`src/rtl/regfile_wr_arbiter.sv`:
```
// rtl/regfile_wr_arbiter.sv - two-requester arbiter for the register file write port
//
// Purpose: shares the single write port of the register file between the
// execute writeback (requester 0) and the load writeback (requester 1).
// Each requester uses a valid/ready handshake. An accepted write appears on
// RegWrite/WriteReg/WriteData one cycle later. A saturating count of accepted
// writes is kept for each requester.
//
// Build option: RR_ARB_EN
//   defined   - round-robin tie-break. The requester that was not granted last wins.
//   undefined - fixed priority. Requester 0 always wins a tie.
//
// Ports:
//   clk, reset                    clock, synchronous active-high reset
//   en                            arbitration enable (0 blocks all accepts)
//   req0_valid/ready/reg/data     requester 0 (execute writeback) handshake
//   req1_valid/ready/reg/data     requester 1 (load writeback) handshake
//   RegWrite, WriteReg, WriteData registered register-file write port
//   grant_id                      source of the current RegWrite pulse
//   wr_cnt0, wr_cnt1              saturating accepted-write counters
module regfile_wr_arbiter #(
  parameter int DW = 32,
  parameter int AW = 2,
  parameter int CW = 8
) (
  input  logic          clk,
  input  logic          reset,
  input  logic          en,
  input  logic          req0_valid,
  output logic          req0_ready,
  input  logic [AW-1:0] req0_reg,
  input  logic [DW-1:0] req0_data,
  input  logic          req1_valid,
  output logic          req1_ready,
  input  logic [AW-1:0] req1_reg,
  input  logic [DW-1:0] req1_data,
  output logic          RegWrite,
  output logic [AW-1:0] WriteReg,
  output logic [DW-1:0] WriteData,
  output logic          grant_id,
  output logic [CW-1:0] wr_cnt0,
  output logic [CW-1:0] wr_cnt1
);

  // Requester that received the most recent transfer. It changes only when a
  // transfer happens, so idle cycles keep the fairness state.
  logic lastGrant;
  logic grant0;
  logic grant1;

  // Each grant already includes its matching valid. At most one grant is high.
  always_comb begin
    grant0 = 1'b0;
    grant1 = 1'b0;
    if (en && !reset) begin
      if (req0_valid && req1_valid) begin
`ifdef RR_ARB_EN
        if (lastGrant) begin
          grant0 = 1'b1;
        end else begin
          grant1 = 1'b1;
        end
`else
        grant0 = 1'b1;
`endif
      end else begin
        grant0 = req0_valid;
        grant1 = req1_valid;
      end
    end
  end

`ifndef RR_ARB_EN
  // In fixed-priority mode lastGrant is still tracked but does not steer arbitration.
  logic unusedLastGrant;
  assign unusedLastGrant = lastGrant;
`endif

  assign req0_ready = grant0;
  assign req1_ready = grant1;

  always_ff @(posedge clk) begin
    if (reset) begin
      RegWrite  <= 1'b0;
      WriteReg  <= '0;
      WriteData <= '0;
      grant_id  <= 1'b0;
      lastGrant <= 1'b1;
      wr_cnt0   <= '0;
      wr_cnt1   <= '0;
    end else if (grant0) begin
      RegWrite  <= 1'b1;
      WriteReg  <= req0_reg;
      WriteData <= req0_data;
      grant_id  <= 1'b0;
      lastGrant <= 1'b0;
      if (wr_cnt0 != {CW{1'b1}}) begin
        wr_cnt0 <= wr_cnt0 + 1'b1;
      end
    end else if (grant1) begin
      RegWrite  <= 1'b1;
      WriteReg  <= req1_reg;
      WriteData <= req1_data;
      grant_id  <= 1'b1;
      lastGrant <= 1'b1;
      if (wr_cnt1 != {CW{1'b1}}) begin
        wr_cnt1 <= wr_cnt1 + 1'b1;
      end
    end else begin
      RegWrite <= 1'b0;
    end
  end

endmodule

```
`config.mk`:
```
export PLATFORM = sky130hd
export DESIGN_NAME = regfile_wr_arbiter
export DESIGN_NICKNAME = d
export VERILOG_FILES = /design/src/rtl/regfile_wr_arbiter.sv
export SDC_FILE = /design/constraint.sdc
export NUM_CORES = 1
export LEC_CHECK = 0
export BUFFER_PORTS_ARGS = -buffer_cell sky130_fd_sc_hd__buf_2
export CORE_AREA = 2 2 75 77
export CTS_CLUSTER_DIAMETER = 120
export DETAILED_ROUTE_END_ITERATION = 7
export DIE_AREA = 0 0 77 79
export PLACE_DENSITY_LB_ADDON = 0.15
export SYNTH_ARGS = -nofsm -noshare
export SYNTH_HDL_FRONTEND = slang
export SYNTH_SLANG_ARGS = --single-unit
export TNS_END_PERCENT = 20
```
`constraint.sdc`:
```
create_clock -name clk -period 1.6 [get_ports clk]
set_input_delay 0.32 -clock clk [delete_from_list [all_inputs] [get_ports clk]]
set_output_delay 0.32 -clock clk [all_outputs]
set_load 0.05 [all_outputs]
```
## Word-level counts from Yosys, hierarchy flattened

Cells that the tools add are included.

| storage, ports and cells | value |
|---|---|
| flip-flop bits (word level) | 52 |
| logic and storage cells | 28 |

| operators by class | value |
|---|---|
| add/sub/neg operators | 2 |
| equal/unequal tests | 2 |
| mux-type cells | 10 |
| bitwise logic cells | 1 |
| reduce and logical (&&, ||, !) cells | 7 |

Operators with widths:

| cell | count |
|---|---|
| 32-bit two-way mux | 2 |
| 8-bit by 1-bit adder with 8-bit output, second input constant | 2 |
| 8-bit != test, second input constant | 2 |
| 1-bit two-way mux | 6 |
| 2-bit two-way mux | 2 |
| 3-bit AND reduction | 1 |
| 1-bit logical AND | 2 |
| 2-bit AND reduction | 1 |
| 2-bit nonzero test | 1 |
| 2-bit OR reduction | 1 |
| 1-bit zero test | 1 |
| 1-bit inverter | 1 |

## Depth between registers and ports, before layout

Gate-level depths: netlist (run 1).

| logic depth | value |
|---|---|
| word-level depth | 5 |
| mapped depth | 7 |
| mapped depth without buffers | 6 |

## Worst setup path after synthesis (run 1)

Ideal clock, no wire load.

| path | value |
|---|---|
| path type | register -> register |
| start | reg wr_cnt1[0] |
| end | reg wr_cnt1[5] |
| library setup time | 0.112 ns |
| arrival | 1.793 ns |
| required time | 1.488 ns |
| path slack | -0.305 ns |
| stages on the path, launching flop included | 6 |
| period minus slack after synthesis | 1.905 ns |
| path through | dfxtp_1 -> ha_1 -> nand2_1 -> nor3_1 -> nor3_1 -> a2111oi_1 |

| between the ends | value |
|---|---|
| cells in the longest elaborated chain, start to end | 2 |

Ends and longest elaborated chain:

| what | line | source |
|---|---|---|
| start: declaration | 42 | `output logic [CW-1:0] wr_cnt1` |
| start signal: assignment | 107 | `wr_cnt1 <= wr_cnt1 + 1'b1;` |
| parallel branches: the longest is 2 deep, another holds 8-bit by 1-bit adder with 8-bit output | n/a |  |

Parallel ways; which one is timed is not known.
A chain may end at the register's enable or synchronous reset.

## Worst setup path after layout (run 1)

| path | value |
|---|---|
| start | reg wr_cnt1[0] |
| end | reg wr_cnt1[1] |

The elaborated chain is that of the path after synthesis.

==> results of run 1 <==
## layout by cell type, fill, tap and decap left out, types with 5 or more instances in the layout
cell                       count
sky130_fd_sc_hd__buf_2       126
sky130_fd_sc_hd__nand2_1      74
sky130_fd_sc_hd__dfxtp_1      40
sky130_fd_sc_hd__a31oi_1      35
sky130_fd_sc_hd__o21ai_0      35
sky130_fd_sc_hd__dfxtp_2      10
sky130_fd_sc_hd__nor2_1        9
sky130_fd_sc_hd__buf_4         8
sky130_fd_sc_hd__a21oi_1       7
sky130_fd_sc_hd__clkbuf_8      6
sky130_fd_sc_hd__nand3_1       5
## stage by stage
| stage | hold WS, ns | cell area [um^2] | setup WS (ns) | power, mW |
|---|---|---|---|---|
| 5_1_grt | 0.256 | 3090 | 0.0772 | 2.80 |
| 6_report | 0.266 | 3090 | 0.176 | 2.67 |
| 3_5_place_dp | 0.459 | 2990 | -0.0427 | 1.93 |
| 3_3_place_gp | 0.453 | 2990 | 0.102 | 1.93 |
| 4_1_cts | 0.260 | 3090 | 0.0592 | 2.70 |
| 2_1_floorplan | 0.389 | 2270 | 0.0331 | 1.75 |
## worst min-delay path: stages
cell and delay (ns):
sky130_fd_sc_hd__buf_2 0.09, sky130_fd_sc_hd__nand2_1 0.05, sky130_fd_sc_hd__a31oi_1 0.07
## layer usage
layer | part of all wire, % | wire (um)
met4 | 1.5 | 94
met1 | 46 | 2870
met3 | 6.2 | 383
met2 | 46 | 2860
met5 | 0 | 0
## power groups by stage
stage               logic, mW  registers (mW)  clock network (mW)
floorplan               0.137            1.61                   0
global placement        0.523            1.41                   0
detailed placement      0.526            1.41                   0
CTS                     0.528            1.38               0.792
global route            0.565            1.39               0.853
finish                  0.525            1.38               0.769
## synth_stat cells, drive strengths merged, types with 3 or more instances
master	count	area (um^2)
a21oi	7	35.0
a311oi	3	26.3
a31oi	35	219
buf	5	25.0
clkbuf	15	56.3
dfxtp	52	1040
inv	6	25.0
mux2i	3	30.0
nand2	75	282
nand3	5	25.0
nand4	3	48.8
nor2	9	33.8
nor3	4	20.0
o21ai	35	175
## cell type report
cell class,count,area (um^2)
fillers,508,2250
multi-input cells,200,1110
flip-flops and latches,52,1060
repair buffers,135,711
well taps,72,90.1
clock buffers,6,82.6
inverters,6,25.0
clock inverters,2,10.0
## kinds of logic after synthesis
kind of cell | share of synthesized area, %
adder cells (fa/ha/maj) | 1.11
buffers and inverters | 4.73
multiplexers | 1.84
XOR/XNOR | 0.779
AO/OA/AOI/OAI | 24.2
AND/OR/NAND/NOR | 21.0
flip-flops | 46.3
## worst max path at each step
stage / from / to / slack [ns] / cells past startpoint
2_1_floorplan: wr_cnt1[6] / wr_cnt1[5] / 0.03 / 4
3_3_place_gp: wr_cnt1[0] / wr_cnt1[5] / 0.10 / 5
3_5_place_dp: wr_cnt1[0] / wr_cnt1[5] / -0.04 / 5
4_1_cts: wr_cnt1[0] / wr_cnt1[5] / 0.06 / 5
5_1_grt: wr_cnt1[0] / wr_cnt1[1] / 0.08 / 5
6_report: wr_cnt1[0] / wr_cnt1[1] / 0.18 / 5
## repair_timing
| action | 4_1_cts | 5_1_grt |
|---|---|---|
| pin swaps | 1 | 2 |
| hold buffers | 0 | 0 |
| endpoints found under the setup margin | 1 | 4 |
| resized for setup | 1 | 1 |
## state kept, by name (all words and copies together) (netlist names)
name / cells
RegWrite: 1
WriteReg: 2
WriteData: 32
wr_cnt1: 8
wr_cnt0: 8
grant_id: 1
==> run summary, run 1 <==
The synthesized netlist occupies a cell area of 2250 um^2. The flow ran to the end, and the final reports show no timing, DRC or antenna violations. In this run the mean area of a mapped cell was 8.09 um^2. Of the total power, the clock network draws 28.8%. The leakage dissipation is 1.44 nW. The portion of total power attributed to combinational logic was 19.7%. The clock tree root buffer cell is sky130_fd_sc_hd__clkbuf_8. In the synthesized netlist, the number of instances is 278.

The number of synthesized flops with an enable pin came out at 0. VDD sags by at most 0.402 mV. Among all stages on the critical path, the largest delay is contributed by sky130_fd_sc_hd__dfxtp_4. Residual DRC count: 0. The run gives 5 as the total CTS buffers. In this run the count of I/O pins placed on the die edge is 127. Path type of the worst min-delay path: in2reg. The logs give 0 for the count of antenna-violating nets left after detailed routing and 51.6% for the sequential group share of total power. The clock net in this run drives a total of 52 sinks. Among cell families on the critical path, the largest total delay comes from flip-flops. The met1 capacity usage during global routing came out at 24.7%. The worst hold path stage count is 3. The via count normalized by instance count came out at 5.11.

The number of setup violations in the final report is 0. The number of buffer cells added on primary ports was 126. TritonCTS built the clock tree. The number of buffers inserted to repair setup after CTS is 0. The proportion of total power due to net switching was 30.4%. The kind of critical path was reg2reg. In this run the critical register-to-register path is captured at wr_cnt1[1]. The maximum number of pins on one net before global-route repair was 71.

The worst pin sits at a relative slew slack of 74.5%. The number of antenna diodes in the final layout is 0. Global routing consumed, on the met2 layer, 32.5% of the routing resources.

For this run, asynchronously set or reset flops after synthesis account for 0%. The clock transition at the register clock pins on the worst setup and hold paths after CTS was 0.09 ns; the flop and latch count out of synthesis was 52. For this run, the share of the core covered by cells in the final layout is 57.9%.

The netlist uses 37 different library cells. The logs give 0 for the max-cap violation count and 6.21 mm for the post-detailed-routing wire length. At the later pin of the worst-skew pair, clock insertion delay measures 0.30 ns.

Number of rows in the core area: 27. For the arrival time of data at the critical path endpoint, the log shows 1.62 ns. For the post-DP HPWL, the log shows 4.30 mm. For this design the ratio of total power to cell area is 865 nW/um^2. Setup repair after global routing left no endpoint under its margin.

In this run the most used layer during global routing was met2. The setup skew after layout came out at 0.00102 ns. The tools report the H-tree level count as 2. During synthesis, Yosys emitted a total of 0 warnings.

The number of nets in the synthesized netlist is 353. Among all flip-flop cells after synthesis, the most frequent one is sky130_fd_sc_hd__dfxtp_1. The post-route clock period utilization is 89.0%. The required time of the critical path was 1.80 ns. After the first detailed-routing iteration, the DRC count stood at 93. The via count of the first global-routing pass was 2146; the net switching power was 812 uW. The portion of the post-synthesis area used by sequential elements was 46.3%; the core box area was 5340 um^2. The internal power contribution came out at 1.86 mW.

The number of cells on the worst reg-to-reg path was 5. The startpoint identified for the worst register-to-register timing path is wr_cnt1[0]. On the worst path, the slowest cell contributes a delay of 0.39 ns.

The worst path in the final design needs a cycle of 1.42 ns, including I/O delays and setup. Measured along the x axis, the die boundary spans 77 um. Of the cells placed in the final design, the portion with a size suffix greater than 1 is 40.9%. The signal on the critical path passes through ha_1, nand2_2, o31ai_4, mux2i_1, nor2_1. The detailed router placed 2415 vias in this run. The tools report the count of TritonRoute iterations in the first routing pass as 4.

The maximum count of clock buffers along a single path was 2. The logs give 0 for the max-slew violation count and 465 for the number of placed instances, taps included. The number of cells in the finished layout apart from fillers is 473, and the number of antenna violations at the first check in global routing is 0. At the end of routability-driven placement, the weighted congestion stood at 0.812.

Type of origin of the critical path: a flop. In the final timing run, aggregate negative setup slack is 0 ns. Dividing the detail-routed wire length by the instance count gives 13.1 um. The startpoint identified for the worst hold timing path is req1_data[13]. In the global route stage, met3 resource usage came out at 5.45%. From synthesis to final layout, the design area changed by 37.3%. Of all nets on the critical path, the largest fanout is 5.

The overall global routing resource usage was 19.5%. The initial core utilization is 42.1%, and the die span in y is 79 um. At the pin with the least slew margin, the transition time is 0.382 ns.

The combined buffer and inverter count along the critical path was 0. In this run the register-to-register setup slack is 0.18 ns. STA classifies the critical path endpoint as a flop. The total die area is 6080 um^2. The count of final hold-check violations came out at 0. The worst hold path terminates at WriteData[13].

The final net count was 475. For the achievable frequency, the log shows 702 MHz. The first-pass GRT wire length was 9.73 mm. For this run the aggregate overflow at the end of global routing stands at 0.
No activity file was read; power rests on OpenSTA's default activity.
==> run 2, diff against run 1 <==
--- a/config.mk
+++ b/config.mk
@@ -5,11 +5,12 @@
 export SDC_FILE = /design/constraint.sdc
 export NUM_CORES = 1
 export LEC_CHECK = 0
+export ABC_AREA = 1
 export BUFFER_PORTS_ARGS = -buffer_cell sky130_fd_sc_hd__buf_2
-export CORE_AREA = 2 2 75 77
+export CORE_AREA = 2 2 78 80
 export CTS_CLUSTER_DIAMETER = 120
 export DETAILED_ROUTE_END_ITERATION = 7
-export DIE_AREA = 0 0 77 79
+export DIE_AREA = 0 0 80 82
 export PLACE_DENSITY_LB_ADDON = 0.15
 export SYNTH_ARGS = -nofsm -noshare
 export SYNTH_HDL_FRONTEND = slang
==> run 2 against run 1 <==
  * Maximum frequency up 0.13%
  * Setup slack improved by 0.0018 ns
  * Register-to-register slack about the same
  * Sequential share of layout area fell by 3.2 points
  * Combinational power rose by 4%
  * First-iteration DRC count down 51%
  * Via count up 17%
  * Critical path type unchanged
  * Critical endpoint unchanged
==> run summary, run 2 <==
The flow ran to the end, and the final reports show no timing, DRC or antenna violations. The tools report the post-DP HPWL as 4.91 mm (was 4.30 mm). The logs give 1040 um^2 (was 1060 um^2) for the area occupied by registers and 0 (unchanged) for the max-cap violation count. Setup repair after global routing left no endpoint under its margin. The count of final hold-check violations was 0 (unchanged). The run gives 6.63 mm (was 6.21 mm) as the post-detailed-routing wire length. The setup skew after layout is 0.00374 ns (was 0.00102 ns). Share of flip-flops with an asynchronous set or reset: 0% (unchanged). For the clock power share, the log shows 28.3% (was 28.8%). Dominant synthesized flop cell: sky130_fd_sc_hd__dfxtp_1 (unchanged).

The residual DRC count was 0 (unchanged). The H-tree level count came out at 2 (unchanged). The portion of the post-synthesis area used by sequential elements is 40.3% (was 46.3%). The logs give 0.397 mV (was 0.402 mV) for the maximum ir drop on the vdd rail and 602 (was 475) for the final net count. Endpoint type of the worst setup path: a flop (unchanged). The worst setup slack for register-to-register paths is 0.18 ns (about the same), and the die span in y is 82 um (was 79 um). The via count normalized by instance count was 4.70 (was 5.11); the number of nets in the synthesized netlist was 480 (was 353). For the core box area, the log shows 5750 um^2 (was 5340 um^2). The run gives 58.3% (was 57.9%) as the fraction of the core area covered by cells at the end of the flow. Count of TritonRoute iterations in the first routing pass: 4 (unchanged). Cell with the most instances after synthesis: sky130_fd_sc_hd__nand2_1 (unchanged). Clock tree root buffer cell: sky130_fd_sc_hd__clkbuf_8 (unchanged). The top-level port count came out at 127 (unchanged). The number of cells on the worst reg-to-reg path is 8 (was 5), and the total power is 2.66 mW (was 2.67 mW).

Origin of the worst setup path: wr_cnt1[0] (unchanged). The largest fanout on the critical path works out to 6 (was 5). The first-pass GRT wire length was 10.1 mm (was 9.73 mm). Post-route clock period utilization: 88.9% (was 89.0%). Total negative setup slack: 0 ns (unchanged). The layout cell share with drive strength beyond 1 is 29.0% (was 40.9%), and the achievable frequency is 703 MHz (was 702 MHz). The run gives 2580 um^2 (was 2250 um^2) as the area of the mapped netlist. Most frequent cells in the layout: sky130_fd_sc_hd__nand2_1, sky130_fd_sc_hd__buf_2, sky130_fd_sc_hd__dfxtp_1, sky130_fd_sc_hd__a21oi_1, sky130_fd_sc_hd__nor2_1 (was sky130_fd_sc_hd__buf_2, sky130_fd_sc_hd__nand2_1, sky130_fd_sc_hd__dfxtp_1, sky130_fd_sc_hd__a31oi_1, sky130_fd_sc_hd__o21ai_0). Count of antenna-violating nets left after detailed routing: 0 (unchanged).

The flip-flop count of the largest register, all copies and words added was 32 (unchanged). Clock network latency to the later pin of the worst-skew pair: 0.29 ns (was 0.30 ns). The register name with the most flops is WriteData (unchanged). The overall global routing resource usage came out at 19.1% (was 19.5%). The run gives 405 (was 278) as the gate count after technology mapping. The count of distinct cell types in the synthesized netlist was 24 (was 37); the required time of the critical path was 1.79 ns (was 1.80 ns). The die extent in x is 80 um (was 77 um), and the total die area is 6560 um^2 (was 6080 um^2). The flop and latch count out of synthesis was 52 (unchanged); the max-slew headroom at the worst pin was 72.9% (was 74.5%).

The number of synthesized flops with an enable pin was 0 (unchanged); the portion of total power attributed to combinational logic was 20.4% (was 19.7%). The beginning of the worst hold path was req0_data[15] (was req1_data[13]). The tools report the number of antenna violations at the first check in global routing as 0 (unchanged). Sequential group share of total power: 51.3% (was 51.6%). The run gives 28 (was 27) as the number of rows in the core area.

Top cell types by occurrence after synthesis: sky130_fd_sc_hd__nand2_1, sky130_fd_sc_hd__dfxtp_1, sky130_fd_sc_hd__a21oi_1 (was sky130_fd_sc_hd__nand2_1, sky130_fd_sc_hd__dfxtp_1, sky130_fd_sc_hd__a31oi_1, sky130_fd_sc_hd__o21ai_0, sky130_fd_sc_hd__clkbuf_1). TritonCTS built the clock tree. The fraction of synthesized cell area taken by the top area cell type works out to 40.3% (was 46.3%).

The arrival time of data at the critical path endpoint is 1.61 ns (was 1.62 ns), and the sink count of the clock tree is 52 (unchanged). Synthesis-to-layout area growth: 29.8% (was 37.3%). The logs give 1.76 nW (was 1.44 nW) for the leakage dissipation and 2 (unchanged) for the maximum count of clock buffers along a single path. The weighted congestion reported at the end of routability-driven placement is 0.809 (was 0.812). The cell type with the largest total area after synthesis was sky130_fd_sc_hd__dfxtp_1 (unchanged). The clock transition at the register clock pins on the worst setup and hold paths after CTS was 0.09 ns (about the same). The total CTS buffers was 5 (unchanged). The internal power contribution is 1.87 mW (was 1.86 mW). The worst flop-to-flop path endpoint is wr_cnt1[1] (unchanged). The via count of the first global-routing pass is 2385 (was 2146). The average size of a mapped cell is 6.37 um^2 (was 8.09 um^2). The run gives 581 (was 508) as the fill cell total of the finished layout. The tools report the type of origin of the critical path as a flop (unchanged).

The kind of critical path is reg2reg (unchanged). The transition at the pin with the smallest max-transition slack works out to 0.406 ns (was 0.382 ns). The worst hold endpoint is WriteData[15] (was WriteData[13]). The most frequent standard cell in the layout excluding fill and tap cells is sky130_fd_sc_hd__nand2_1 (was sky130_fd_sc_hd__buf_2).

The tools report the yosys synthesis warning count as 0 (unchanged). The worst hold path stage count works out to 5 (was 3). The area of the multi-input gates is 1320 um^2 (was 1110 um^2). The proportion of total power due to net switching was 29.7% (was 30.4%); the pre-CTS worst setup slack was 0.194 ns (was -0.0427 ns). The run gives 0 (unchanged) as the number of setup violations in the final report. The startpoint of the lowest-slack register-to-register path was wr_cnt1[0] (unchanged). Path type of the worst min-delay path: in2reg (unchanged).

For the worst-case setup margin in the final layout, the log shows 0.178 ns (was 0.176 ns). The total congestion overflow was 0 (unchanged); the minimum period implied by the final worst setup slack was 1.42 ns (about the same). The run gives 0 (unchanged) as the max-slew violation count. The maximum number of pins on one net before global-route repair was 38 (was 71). Area contributors post-synth: sky130_fd_sc_hd__dfxtp_1, sky130_fd_sc_hd__nand2_1, sky130_fd_sc_hd__a21oi_1, sky130_fd_sc_hd__nor2_1, sky130_fd_sc_hd__nand3_1 (was sky130_fd_sc_hd__dfxtp_1, sky130_fd_sc_hd__nand2_1, sky130_fd_sc_hd__a31oi_1, sky130_fd_sc_hd__o21ai_0, sky130_fd_sc_hd__clkbuf_1). The antenna diode count was 0 (unchanged); the routed via count was 2836 (was 2415).

The wire length per cell after detailed routing came out at 11.0 um (was 13.1 um). Largest registers in the final layout: WriteData (32), wr_cnt0 (8), wr_cnt1 (8) (unchanged). The logs give 46 (was 93) for the count of routing violations after the opening detailed-route iteration and 44.9% (was 42.1%) for the initial core utilization. The power per cell area works out to 795 nW/um^2 (was 865 nW/um^2). The net switching power was 790 uW (was 812 uW); the number of buffer cells added on primary ports was 126 (unchanged).
## run 2: timing repair
action | 4_1_cts | 5_1_grt
endpoints found under the setup margin | 0 | 3
hold buffers | 0 | 0
buffers inserted | 0 | 0
gates resized for setup | 0 | 1
## run 2: per-stage QoR
stage / cell area (um^2) / hold slack (ns) / std cells
floorplan: 2580 / 0.507 / 405
global placement: 3260 / 0.448 / 595
detailed placement: 3260 / 0.454 / 595
CTS: 3350 / 0.341 / 603
global route: 3350 / 0.357 / 603
finish: 3350 / 0.347 / 603
## run 2: power by group through the flow
stage | Combinational (mW) | Sequential (mW) | Clock, mW
3_5_place_dp | 0.549 | 1.39 | 0
5_1_grt | 0.598 | 1.37 | 0.837
6_report | 0.544 | 1.36 | 0.753
4_1_cts | 0.551 | 1.36 | 0.782
2_1_floorplan | 0.212 | 1.55 | 0
3_3_place_gp | 0.546 | 1.39 | 0
## run 2: kinds of logic after synthesis
logic type,Yosys count,share of synthesized area [%]
and+or+nand+nor,264,41.0
DFF,52,40.3
AOI/OAI and AO/OA,46,8.92
buffers and inverters,41,8.73
adders and majority gates,2,0.970
## run 2: area by class of cell
type | count | area share (%)
Clock buffer | 8 | 2.69
Inverter | 22 | 2.69
Multi-Input combinational cell | 312 | 39.3
Sequential cell | 52 | 31.2
Tap cell | 75 | 2.80
Timing Repair Buffer | 134 | 21.4
## run 2: worst max-delay path, stage by stage (launching register included)
cell	delay (ns)
sky130_fd_sc_hd__dfxtp_2	0.38
sky130_fd_sc_hd__ha_1	0.22
sky130_fd_sc_hd__nand2_1	0.10
sky130_fd_sc_hd__nor2_1	0.11
sky130_fd_sc_hd__nand2_1	0.15
sky130_fd_sc_hd__nand2_2	0.14
sky130_fd_sc_hd__inv_2	0.05
sky130_fd_sc_hd__nor2_1	0.10
sky130_fd_sc_hd__nor2_1	0.05
## run 2: routing by layer
metal	up-vias	global-route usage (%)	part of all wire, %
met2	83	34.8	49
met4	0	5.08	0.83
li1	1510	-	-
met1	1236	22.1	43
met5	-	0	0
met3	7	5.05	6.9
## run 2: how the worst max path moves through the flow
stage	endpoint	slack, ns	cells after the start
after floorplan	wr_cnt0[4]	-0.06	7
after global placement	wr_cnt0[2]	0.20	7
after detailed placement	wr_cnt0[4]	0.19	7
after CTS	wr_cnt0[4]	0.16	7
after global routing	wr_cnt1[0]	0.03	9
final	wr_cnt1[1]	0.18	8
